### src/rtl/fwd_dispatcher.sv
// -----------------------------------------------------------------------------
// fwd_dispatcher
//
// Queues incoming frame descriptors and, one at a time from the queue head,
// resolves the egress ports: group destinations are flooded directly, unicast
// destinations are looked up in an external table (with a bounded wait). The
// resulting write-request mask is presented to the egress side until it is
// accepted. Frames that would only go back out of their ingress port are
// dropped.
//
// Ports
//   clk, rst            clock, asynchronous active-high reset
//   start_ptr_i         frame start pointer in frame memory
//   dest_addr_i         destination MAC address
//   src_port_i          ingress port of the frame
//   input_valid_i       descriptor valid
//   input_ready_o       descriptor queue not full
//   lookup_req_o        one-cycle lookup request strobe
//   lookup_addr_o       address being looked up
//   lookup_valid_i      lookup response valid
//   lookup_hit_i        response is a table hit
//   lookup_port_i       egress port on a hit
//   write_reqs_o        per-port write request mask
//   start_ptrs_o        per-port start pointer (0 on ports not requested)
//   copies_o            number of set bits in write_reqs_o
//   dispatch_ready_i    egress side accepts the current dispatch
//   flood_count_o       saturating count of flooded frames
//   drop_count_o        saturating count of filtered frames
// -----------------------------------------------------------------------------
module fwd_dispatcher #(
    parameter int NUM_PORTS      = 4,
    parameter int ADDR_W         = 12,
    parameter int QUEUE_DEPTH    = 4,
    parameter int LOOKUP_TIMEOUT = 8
) (
    input  logic                                clk,
    input  logic                                rst,
    input  logic [ADDR_W-1:0]                   start_ptr_i,
    input  logic [47:0]                         dest_addr_i,
    input  logic [$clog2(NUM_PORTS)-1:0]        src_port_i,
    input  logic                                input_valid_i,
    output logic                                input_ready_o,
    output logic                                lookup_req_o,
    output logic [47:0]                         lookup_addr_o,
    input  logic                                lookup_valid_i,
    input  logic                                lookup_hit_i,
    input  logic [$clog2(NUM_PORTS)-1:0]        lookup_port_i,
    output logic [NUM_PORTS-1:0]                write_reqs_o,
    output logic [NUM_PORTS-1:0][ADDR_W-1:0]    start_ptrs_o,
    output logic [$clog2(NUM_PORTS):0]          copies_o,
    input  logic                                dispatch_ready_i,
    output logic [15:0]                         flood_count_o,
    output logic [15:0]                         drop_count_o
);

    localparam int PW = $clog2(NUM_PORTS);
    localparam int QW = $clog2(QUEUE_DEPTH);
    localparam int CW = $clog2(LOOKUP_TIMEOUT + 1);

    typedef enum logic [1:0] {IDLE, LOOKUP, DISPATCH} state_t;

    // ---------------- descriptor queue ----------------
    logic [ADDR_W-1:0] ptr_mem  [QUEUE_DEPTH];
    logic [47:0]       dest_mem [QUEUE_DEPTH];
    logic [PW-1:0]     src_mem  [QUEUE_DEPTH];
    logic [QW-1:0]     wr_idx, rd_idx;
    logic [QW:0]       count, count_next;
    logic              full, empty, push, pop;

    logic [ADDR_W-1:0] head_ptr;
    logic [47:0]       head_dest;
    logic [PW-1:0]     head_src;

    assign push          = input_valid_i && !full;
    assign empty         = (count == '0);
    assign input_ready_o = !full;
    assign head_ptr      = ptr_mem[rd_idx];
    assign head_dest     = dest_mem[rd_idx];
    assign head_src      = src_mem[rd_idx];

    // NOTE: the storage array is deliberately not reset; count alone says which entries are live.
    always_ff @(posedge clk) begin
        if (push) begin
            ptr_mem[wr_idx]  <= start_ptr_i;
            dest_mem[wr_idx] <= dest_addr_i;
            src_mem[wr_idx]  <= src_port_i;
        end
    end

    always_comb begin
        count_next = count;
        if (push && !pop)
            count_next = count + 1'b1;
        else if (pop && !push)
            count_next = count - 1'b1;
    end

    always_ff @(posedge clk or posedge rst) begin
        if (rst) begin
            wr_idx <= '0;
            rd_idx <= '0;
            count  <= '0;
            full   <= 1'b0;
        end else begin
            if (push) wr_idx <= wr_idx + 1'b1;
            if (pop)  rd_idx <= rd_idx + 1'b1;
            count <= count_next;
            full  <= (count_next == (QW+1)'(QUEUE_DEPTH));
        end
    end

    // ---------------- forwarding FSM ----------------
    state_t                          state, state_next;
    logic [CW-1:0]                   cnt, cnt_next;
    logic                            req_next, load, flood_evt, drop_evt;
    logic [47:0]                     addr_next;
    logic [NUM_PORTS-1:0]            mask_sel, flood_mask, hit_mask;
    logic [NUM_PORTS-1:0][ADDR_W-1:0] ptrs_sel;

    assign flood_mask = ~(NUM_PORTS'(1) << head_src);
    assign hit_mask   = NUM_PORTS'(1) << lookup_port_i;

    function automatic logic [PW:0] popcount(input logic [NUM_PORTS-1:0] m);
        logic [PW:0] c;
        c = '0;
        for (int i = 0; i < NUM_PORTS; i++)
            c = c + (PW+1)'(m[i]);
        return c;
    endfunction

    always_comb begin
        // NOTE: every signal driven here gets a default first, so no path can infer a latch.
        state_next = state;
        pop        = 1'b0;
        req_next   = 1'b0;
        addr_next  = lookup_addr_o;
        cnt_next   = cnt;
        load       = 1'b0;
        mask_sel   = '0;
        flood_evt  = 1'b0;
        drop_evt   = 1'b0;
        case (state)
            IDLE: begin
                if (!empty) begin
                    if (head_dest[40]) begin
                        load       = 1'b1;
                        mask_sel   = flood_mask;
                        flood_evt  = 1'b1;
                        state_next = DISPATCH;
                    end else begin
                        req_next   = 1'b1;
                        addr_next  = head_dest;
                        cnt_next   = CW'(1);
                        state_next = LOOKUP;
                    end
                end
            end
            LOOKUP: begin
                cnt_next = cnt + 1'b1;
                // A response takes priority, even in the timeout cycle.
                if (lookup_valid_i) begin
                    if (!lookup_hit_i) begin
                        load       = 1'b1;
                        mask_sel   = flood_mask;
                        flood_evt  = 1'b1;
                        state_next = DISPATCH;
                    end else if (lookup_port_i == head_src) begin
                        pop        = 1'b1;
                        drop_evt   = 1'b1;
                        state_next = IDLE;
                    end else begin
                        load       = 1'b1;
                        mask_sel   = hit_mask;
                        state_next = DISPATCH;
                    end
                end else if (cnt == CW'(LOOKUP_TIMEOUT)) begin
                    load       = 1'b1;
                    mask_sel   = flood_mask;
                    flood_evt  = 1'b1;
                    state_next = DISPATCH;
                end
            end
            DISPATCH: begin
                if (dispatch_ready_i) begin
                    pop        = 1'b1;
                    state_next = IDLE;
                end
            end
            default: state_next = IDLE;
        endcase
    end

    always_comb begin
        for (int i = 0; i < NUM_PORTS; i++)
            ptrs_sel[i] = mask_sel[i] ? head_ptr : '0;
    end

    always_ff @(posedge clk or posedge rst) begin
        if (rst) begin
            state         <= IDLE;
            cnt           <= '0;
            lookup_req_o  <= 1'b0;
            lookup_addr_o <= '0;
            write_reqs_o  <= '0;
            start_ptrs_o  <= '0;
            copies_o      <= '0;
            flood_count_o <= '0;
            drop_count_o  <= '0;
        end else begin
            state         <= state_next;
            cnt           <= cnt_next;
            lookup_req_o  <= req_next;
            lookup_addr_o <= addr_next;
            if (load) begin
                write_reqs_o <= mask_sel;
                start_ptrs_o <= ptrs_sel;
                copies_o     <= popcount(mask_sel);
            end else if (pop) begin
                write_reqs_o <= '0;
                start_ptrs_o <= '0;
                copies_o     <= '0;
            end
            if (flood_evt && flood_count_o != 16'hFFFF)
                flood_count_o <= flood_count_o + 16'd1;
            if (drop_evt && drop_count_o != 16'hFFFF)
                drop_count_o <= drop_count_o + 16'd1;
        end
    end

endmodule
### config.mk
export PLATFORM = sky130hd
export DESIGN_NAME = fwd_dispatcher
export DESIGN_NICKNAME = d
export VERILOG_FILES = /design/src/rtl/fwd_dispatcher.sv
export SDC_FILE = /design/constraint.sdc
export NUM_CORES = 1
export LEC_CHECK = 0
export ABC_AREA = 0
export CORE_MARGIN = 2
export CORE_UTILIZATION = 55
export CTS_CLUSTER_DIAMETER = 60
export DETAILED_ROUTE_END_ITERATION = 10
export GPL_ROUTABILITY_DRIVEN = 0
export GPL_TIMING_DRIVEN = 0
export MAX_ROUTING_LAYER = met4
export PLACE_DENSITY = 0.8
export SLEW_MARGIN = 20
export SYNTH_ARGS = -nofsm -noshare
export SYNTH_HDL_FRONTEND = slang
export SYNTH_SLANG_ARGS = --single-unit
### constraint.sdc
create_clock -name clk -period 5.2 [get_ports clk]
set_clock_uncertainty 0.15 [all_clocks]
set_input_delay 0.52 -clock clk [delete_from_list [all_inputs] [get_ports clk]]
set_output_delay 0.52 -clock clk [all_outputs]
set_load 0.005 [all_outputs]
Yosys cells after proc, flatten, opt, wreduce, memory -nomap -nowiden
Memories as Yosys holds them, arrays and structs flattened.
Index checks and enable logic that the tools add are counted.

operators by class
  $add $sub $neg = 10
  multiply operators = 0
  divide/modulo/power cells = 0
  order comparisons = 0
  equal/unequal tests = 11
  shift operators = 2
  mux-type cells = 51
  bitwise logic cells = 3
  reductions and logical operators = 15

operators with widths
  operator                 number
  $mux W48                 2
  $mux W12                 4
  $mux W4                  10
  $add A16 B1 Y16 const B  2
  $ne A16 B16 Y1 const B   2
  $mux W1                  18
  $pmux W4 S2              2
  $mux W2                  7
  $mux W3                  4
  $reduce_and A3 Y1        3
  $shl A1 B2 Y4 const A    2
  $ne A2 B2 Y1 const B     3
  $pmux W1 S2              3
  $pmux W2 S3              1
  $logic_and A1 B1 Y1      5
  $add A2 B1 Y2 const B    2
  $add A4 B1 Y4 const B    1
  $eq A4 B4 Y1 const B     1
  $not A4 Y4               1
  $reduce_bool A2 Y1       2
  $add A2 B1 Y3            1
  $add A3 B1 Y3            1
  $add A3 B1 Y3 const B    1
  $eq A3 B3 Y1 const B     1
  other kinds (10)         13

word-level totals
  register bits = 149
  latch bits = 0
  RAM bits = 248
  bits in read-only memories = 0
  bits of input ports = 70
  output and inout port bits = 137
  memories = 3

memories
  name      words  bits a word  read ports  clocked after memory_dff  write ports  line  RTL
  dest_mem  4      48           1           0                         1            64    logic [47:0] dest_mem [QUEUE_DEPTH];
  ptr_mem   4      12           1           0                         1            63    logic [ADDR_W-1:0] ptr_mem [QUEUE_DEPTH];
  src_mem   4      2            1           0                         1            65    logic [PW-1:0] src_mem [QUEUE_DEPTH];

Longest topological paths before layout
Gate-level depths: netlist of the first run.
An unclocked memory read counts as a cell.

  depth after elaboration = 10
  depth in mapped cells = 13
  gate-level depth less buffers = 12

Worst setup path before layout of the first run
Ideal clock, no wire load.

  path type = register -> register
  from = register cnt[0]
  to = register copies_o[1]
  library setup time = 0.121 ns
  arrival = 3.226 ns
  data required time = 4.929 ns
  setup slack = 1.703 ns
  stages on the path, launching flop included = 14
  cell sequence = dfrtp_1 -> inv_1 -> ha_1 -> and3b_1 -> o21ai_0 -> or3b_2 -> a221oi_2 -> buf_2 -> inv_1 -> fa_1 -> inv_1 -> ha_1 -> ha_1 -> a22o_1

between the ends
  longest elaborated chain between the ends = 8
  elaborated cells on any way between the ends = 12

RTL lines
  element                   line  RTL
  start: declaration        114   logic [CW-1:0] cnt, cnt_next;
  start signal: assignment  211   cnt <= cnt_next;
  $eq A4 B4 Y1 (*)          176   end else if (cnt == CW'(LOOKUP_TIMEOUT)) begin
  $mux W4                   176
  $mux W4                   161   if (lookup_valid_i) begin
  $pmux W4 S2               142   case (state)
  $add A1 B1 Y2             127   c = c + (PW+1)'(m[i]);
  $add A2 B1 Y3             127
  $add A3 B1 Y3             127
  $mux W3                   214   if (load) begin
  end signal: assignment    217   copies_o <= popcount(mask_sel);
  end: declaration          50    output logic [$clog2(NUM_PORTS):0] copies_o,

Mark *: on every way between the ends. The rest lies on a longest branch, timed or not.
A chain may end at the register's enable or synchronous reset.

Worst setup path after layout of the first run
  from = register rd_idx[1]
  to = register copies_o[1]

between the ends
  longest elaborated chain between the ends = 10
  elaborated cells on any way between the ends = 27

RTL lines
  element                                        line           RTL
  start: declaration                             66             logic [QW-1:0] wr_idx, rd_idx;
  start signal: assignment                       106            if (pop) rd_idx <= rd_idx + 1'b1;
  $mem_v2 Z4 W2                                  n/a
  $eq A2 B2 Y1 or $shl A1 B2 Y4 (tied branches)  167, 120
  $mux W4 or $not A4 Y4 (tied branches)          167, 120
  $mux W4, on equally long branches              162, 145, 176
  $mux W4, on equally long branches              161, 144
  $pmux W4 S2                                    142
  $add A1 B1 Y2                                  127
  $add A2 B1 Y3                                  127
  $add A3 B1 Y3                                  127
  $mux W3                                        214

Parallel ways exist; a longest one is shown, timed or not.

==> results of run 1 <==
[sequential cells by signal, summed over array words and instances, names as in the netlist]
| name | flops |
|---|---|
| full | 1 |
| dest_mem | 192 |
| rd_idx | 2 |
| start_ptrs_o | 48 |
| drop_count_o | 16 |
| cnt | 4 |
| state | 2 |
| copies_o | 3 |
| src_mem | 8 |
| lookup_req_o | 1 |
| write_reqs_o | 4 |
| wr_idx | 2 |
| ptr_mem | 48 |
| lookup_addr_o | 47 |
| count | 3 |
| flood_count_o | 16 |
[where the power goes]
part	switching (mW)	internal [mW]
logic	1.76	2.03
clock network	1.13	1.53
registers	0.370	4.24
total	3.26	7.80
[through the flow]
| step | area, sq um | std cells |
|---|---|---|
| finish | 19300 | 1481 |
| global route | 19300 | 1481 |
| CTS | 19300 | 1480 |
| detailed placement | 18100 | 1407 |
| global placement | 18000 | 1402 |
| floorplan | 15400 | 819 |
[area by class of cell]
class,instances,area [sq um]
flip-flops and latches,397,11200
fillers,1792,8370
multi-input cells,365,3980
repair buffers,210,2190
clock buffers,63,1160
well taps,378,473
plain buffers,34,200
inverters,23,93.8
clock inverters,10,66.3
diodes,1,2.50
[cells in the final DEF (no fill, tap or decap), drive strengths merged, types with 21 or more instances in the layout]
cell type      count
a22o              51
buf               25
clkbuf            77
clkdlybuf4s50    205
dfrtp            149
edfxtp           248
inv               24
mux2              51
mux4              62
nand2             21
xnor2             26
[worst register-to-register path: stages, from the launching register on]
cell and delay [ns]:
dfrtp_1 0.31, clkbuf_1 0.50, mux4_2 0.38, nand3_1 0.19, and2_1 0.25, a22oi_1 0.50
clkbuf_1 0.43, inv_1 0.11, fa_1 0.49, inv_1 0.04, ha_1 0.17, ha_1 0.26
a22o_1 0.21
[cell families (layout without fill, tap and decap cells)]
group           after synthesis  count (layout)
xor+xnor                     38              38
buf+inv                      57             340
simple gates                103             103
flops                       397             397
fa+ha+maj                    18              18
compound gates               91              91
mux                         114             114
other cells                   1               2
[metal layers]
layer / vias up / track usage [%]
met5: - / -
met4: 0 / 5.01
met3: 49 / 4.79
met2: 268 / 35.5
met1: 4302 / 29.5
li1: 3736 / -
[how the worst max path moves through the flow]
stage / startpoint / to / slack (ns) / depth (start not counted)
6_report: rd_idx[1] / copies_o[1] / 1.10 / 12
5_1_grt: rd_idx[1] / copies_o[1] / 0.79 / 12
3_3_place_gp: rst / start_ptrs_o[13] / -1.87 / 2
4_1_cts: rd_idx[1] / copies_o[1] / 1.08 / 12
2_1_floorplan: rst / cnt[0] / 0.52 / 1
3_5_place_dp: lookup_valid_i / copies_o[1] / 1.07 / 11
==> results_dict.tcl, run 1 <==
set metrics [dict create \
    outcome "finished clean" \
    ctsLongestPathBuffers 3 \
    yosys.area_share.simple_pct 4.08 \
    cp.buffers_inverters 4 \
    wl_mm 30.6 \
    max_freq_mhz 244 \
    synth_flop_cell "edfxtp_1" \
    hold_viol 0 \
    syn-num-nets 906 \
    async_flop_share_pct 37.5 \
    synth_edf_count 248 \
    worst_slack_ns 1.10 \
    yosys.area_share.adder_pct 1.49 \
    critPathKind "flop to flop" \
    max_cap_viol_count 0 \
    whs_ns 0.295 \
    synth_top_family_by_area "multiplexers" \
    power_mw 11.1 \
    cts-hold-fix-buffers 0 \
    synth_compound_area_share_pct 4.87 \
    synth_top_area_share_pct 48.3 \
    cts-root-buf "clkbuf_16" \
    reg2regPathDepth 12 \
    clk_pin_slew_worst_paths_ns 0.06 \
    grt_max_degree 95 \
    power_density_nw_per_um2 572 \
    ys_top_cells_by_area "edfxtp_1, dfrtp_1, mux4_2" \
    yosysTopAreaCell "edfxtp_1" \
    post-route-util_pct 69.8 \
    avgViaCountPerCell 5.64 \
    wl_met3_mm 2.12 \
    crit_chain "clkbuf_1, mux4_2, nand3_1, and2_1, a22oi_1, clkbuf_1, inv_1, fa_1, inv_1, ha_1, ha_1, a22o_1" \
    cts_made_buffers 40 \
    htreeDepth 2 \
    die-area_sq_um 29400 \
    slowest_delay_ns 0.50 \
    cts_resized 0 \
    row_count 61 \
    initial_core_util_pct 55.7 \
    rsz0062_at_grt "false" \
    grt_pass1_vias 8634 \
    ant_nets 0 \
    track_usage_pct 22.1 \
    grt-ovfl-total 0 \
    synth_xor_area_share_pct 2.40 \
    dp_hpwl_mm 19.5 \
    min_path_type "primary input to asynchronous set/reset pin" \
    top_layer "met4" \
    drt_iter0_drc 578 \
    area_growth_pct 25.3 \
    vias 8355 \
    worst_pin_slew_ns 1.01 \
    clk_latency_ns 0.52 \
    setup_viol 0 \
    critPathArrivalTime_ns 4.36 \
    wl_met1_mm 13.0 \
    required_ns 5.46 \
    vdd_ir_drop_max_mv 0.409 \
    numPortBuffers 205 \
    max_slew_margin_pct 32.9 \
    synth_most_common_cell "edfxtp_1" \
    rrSetupSlack_ns 1.10 \
    r2r_end "copies_o[1]" \
    drive_gt1_share_pct 18.7 \
    wl_per_cell_um 20.6 \
    cp_top_family "buffers and inverters" \
    dieWidth_um 171 \
    nets 1158 \
    antenna_found_initial 1 \
    min_period_over_period_pct 78.8 \
    dr.pass1.iters 5 \
    cts_tree "done" \
    syn-cell-area_sq_um 15400 \
    synth_warnings 0 \
    synth.distinct_cells 60 \
    cp-start-kind "flop" \
    p_leak_nw 7.16 \
    ys_ff_latch 397 \
    route.met2.wl_mm 14.9 \
    maxSlewViolCount 0 \
    pin_count 207 \
    postCtsSetupRepairBufs 0 \
    r2r-start "rd_idx[1]" \
    cts.sinks 397 \
    avgSynthCellArea_sq_um 18.8 \
    synth_cells 819 \
    netlist_top_cells_count "edfxtp_1, dfrtp_1, mux4_2" \
    cp-end-kind "flop" \
    die_h_um 171 \
    pre_cts_slack_ns 1.07 \
    synthMuxAreaShare_pct 12.8 \
    grt_pass1_wl_mm 48.2 \
    core-area_sq_um 27700 \
    synth_seq_area_share_pct 72.4 \
    drc 0 \
    critPathSlowestCell "clkbuf_1" \
    cp_max_fo 10 \
    tns_ns 0 \
    period_minus_slack_ns 4.10 \
]
Note: power is estimated with default switching activity, not from simulation.
==> run 2: changes to the inputs <==
--- a/config.mk
+++ b/config.mk
@@ -7,13 +7,13 @@
 export LEC_CHECK = 0
 export ABC_AREA = 0
 export CORE_MARGIN = 2
-export CORE_UTILIZATION = 55
+export CORE_UTILIZATION = 49
 export CTS_CLUSTER_DIAMETER = 60
 export DETAILED_ROUTE_END_ITERATION = 10
 export GPL_ROUTABILITY_DRIVEN = 0
 export GPL_TIMING_DRIVEN = 0
 export MAX_ROUTING_LAYER = met4
-export PLACE_DENSITY = 0.8
+export PLACE_DENSITY = 0.75
 export SLEW_MARGIN = 20
 export SYNTH_ARGS = -nofsm -noshare
 export SYNTH_HDL_FRONTEND = slang
==> constraint.sdc (replaced) <==
create_clock -name clk -period 3.4 [get_ports clk]
set_clock_uncertainty 0.15 [all_clocks]
set_input_delay 0.34 -clock clk [delete_from_list [all_inputs] [get_ports clk]]
set_output_delay 0.34 -clock clk [all_outputs]
set_load 0.005 [all_outputs]
==> results_dict.tcl, run 2 (synthesis results as in run 1) <==
set metrics [dict create \
    layout_common_cells "edfxtp_1, clkdlybuf4s50_1, dfrtp_1" \
    route.met2.wl_mm 15.2 \
    final_common_cell "edfxtp_1" \
    critPathArrivalTime_ns 3.52 \
    wl_mm 30.9 \
    cts_made_buffers 43 \
    whs_ns 0.0212 \
    critPathKind "flop to flop" \
    area_growth_pct 27.9 \
    die_h_um 181 \
    cts-root-buf "clkbuf_16" \
    ant_nets 0 \
    p_seq_share_pct 40.4 \
    rrSetupSlack_ns 0.13 \
    sw_frac_of_total_pct 29.1 \
    top_register "dest_mem" \
    vdd_ir_drop_max_mv 0.717 \
    hold_viol 0 \
    numPortBuffers 205 \
    wl_met3_mm 1.82 \
    reg2regPathDepth 13 \
    wl_per_cell_um 20.4 \
    finalInstanceArea_sq_um 19700 \
    drt_iter0_drc 493 \
    cts_tree "done" \
    cp-start-kind "flop" \
    required_ns 3.65 \
    avgViaCountPerCell 5.50 \
    cts.sinks 397 \
    tns_ns 0 \
    min_period_over_period_pct 96.2 \
    pin_count 207 \
    max_cap_viol_count 0 \
    drc 0 \
    dp_hpwl_mm 20.1 \
    clk_latency_ns 0.52 \
    drive_gt1_share_pct 21.9 \
    cts-hold-fix-buffers 0 \
    largestRegisters "dest_mem: 192 flops, ptr_mem: 48 flops, start_ptrs_o: 48 flops" \
    r2r_end "copies_o[1]" \
    combPwrFrac_pct 33.7 \
    clk_pin_slew_worst_paths_ns 0.06 \
    row_count 64 \
    grt_pass1_wl_mm 49.3 \
    setup_viol 0 \
    nFillCells 2189 \
    period_minus_slack_ns 3.27 \
    initial_core_util_pct 50.0 \
    largest_reg_flops 192 \
    nets 1172 \
    wl_met1_mm 13.4 \
    htreeDepth 2 \
    die-area_sq_um 32900 \
    switching_power_mw 5.09 \
    power_density_nw_per_um2 886 \
    place_area_sq_um 18200 \
    vias 8332 \
    cp-end-kind "flop" \
    outcome "finished clean" \
    max_slew_margin_pct 34.8 \
    dieWidth_um 181 \
    r2r-start "cnt[1]" \
    p_leak_nw 7.34 \
    ctsLongestPathBuffers 3 \
    grt-ovfl-total 0 \
    antenna_found_initial 2 \
    core-area_sq_um 30800 \
    cp_max_fo 5 \
    worst_pin_slew_ns 0.978 \
    dr.pass1.iters 4 \
    maxSlewViolCount 0 \
    p_int_mw 12.4 \
    grt_max_degree 45 \
    clockPowerShare_pct 25.9 \
    max_freq_mhz 306 \
    min_path_type "primary input to asynchronous set/reset pin" \
    grt_pass1_vias 8819 \
    track_usage_pct 19.8 \
    top_layer "met4" \
    post-route-util_pct 64.0 \
]
[run 2: routing by layer]
layer | track usage, % | up-vias
li1 | - | 3770
met1 | 25.5 | 4286
met2 | 32.2 | 218
met3 | 4.89 | 58
met4 | 4.52 | 0
met5 | - | -
[run 2: final cells by class]
class / count / area (sq um) / area share, %
Antenna cell: 2 / 5.00 / 0.0254
Sequential cell: 397 / 11200 / 56.6
Buffer: 32 / 204 / 1.03
Clock inverter: 18 / 155 / 0.786
Timing Repair Buffer: 223 / 2330 / 11.8
Multi-Input combinational cell: 365 / 4030 / 20.4
Clock buffer: 60 / 1240 / 6.30
Tap cell: 396 / 495 / 2.51
Inverter: 23 / 90.1 / 0.456
[run 2: power by group through the flow]
stage / Sequential, mW / Clock (mW) / Combinational, mW
2_1_floorplan: 7.06 / 0 / 3.51
3_3_place_gp: 7.17 / 0 / 5.64
3_5_place_dp: 7.13 / 0 / 5.89
4_1_cts: 7.09 / 4.63 / 5.97
5_1_grt: 7.19 / 4.84 / 6.43
6_report: 7.07 / 4.53 / 5.89
[run 2: what timing repair did]
item / CTS / global route
buffers inserted: 4 / 5
endpoints found under the setup margin: 3 / 2
gates resized for setup: 18 / 13
pin swaps: 2 / 7
[run 2: worst max-delay path by stage]
stage	start	endpoint	depth (start not counted)
2_1_floorplan	state[1]	copies_o[1]	13
3_3_place_gp	input_valid_i	dest_mem[0][35]	4
3_5_place_dp	rd_idx[1]	copies_o[1]	12
4_1_cts	cnt[1]	copies_o[1]	14
5_1_grt	cnt[1]	copies_o[1]	13
6_report	cnt[1]	copies_o[1]	13
[run 2: worst max-delay path: stages, from the launching register on]
cell and delay (ns):
dfrtp_1 0.40, inv_2 0.06, ha_2 0.15, and3b_2 0.25, o21ai_4 0.09, or3b_4 0.41
a221oi_4 0.23, buf_6 0.16, inv_2 0.04, fa_1 0.52, inv_1 0.04, ha_1 0.17
ha_1 0.29, a22o_1 0.21
[run 2: through the flow]
| step | total power, mW | setup WS, ns | cells |
|---|---|---|---|
| finish | 17.5 | 0.131 | 1516 |
| global route | 18.5 | -0.00467 | 1516 |
| CTS | 17.7 | 0.00254 | 1510 |
| detailed placement | 13.0 | -0.820 | 1429 |
| global placement | 12.8 | -1.34 | 1420 |
| floorplan | 10.6 | 0.000519 | 819 |
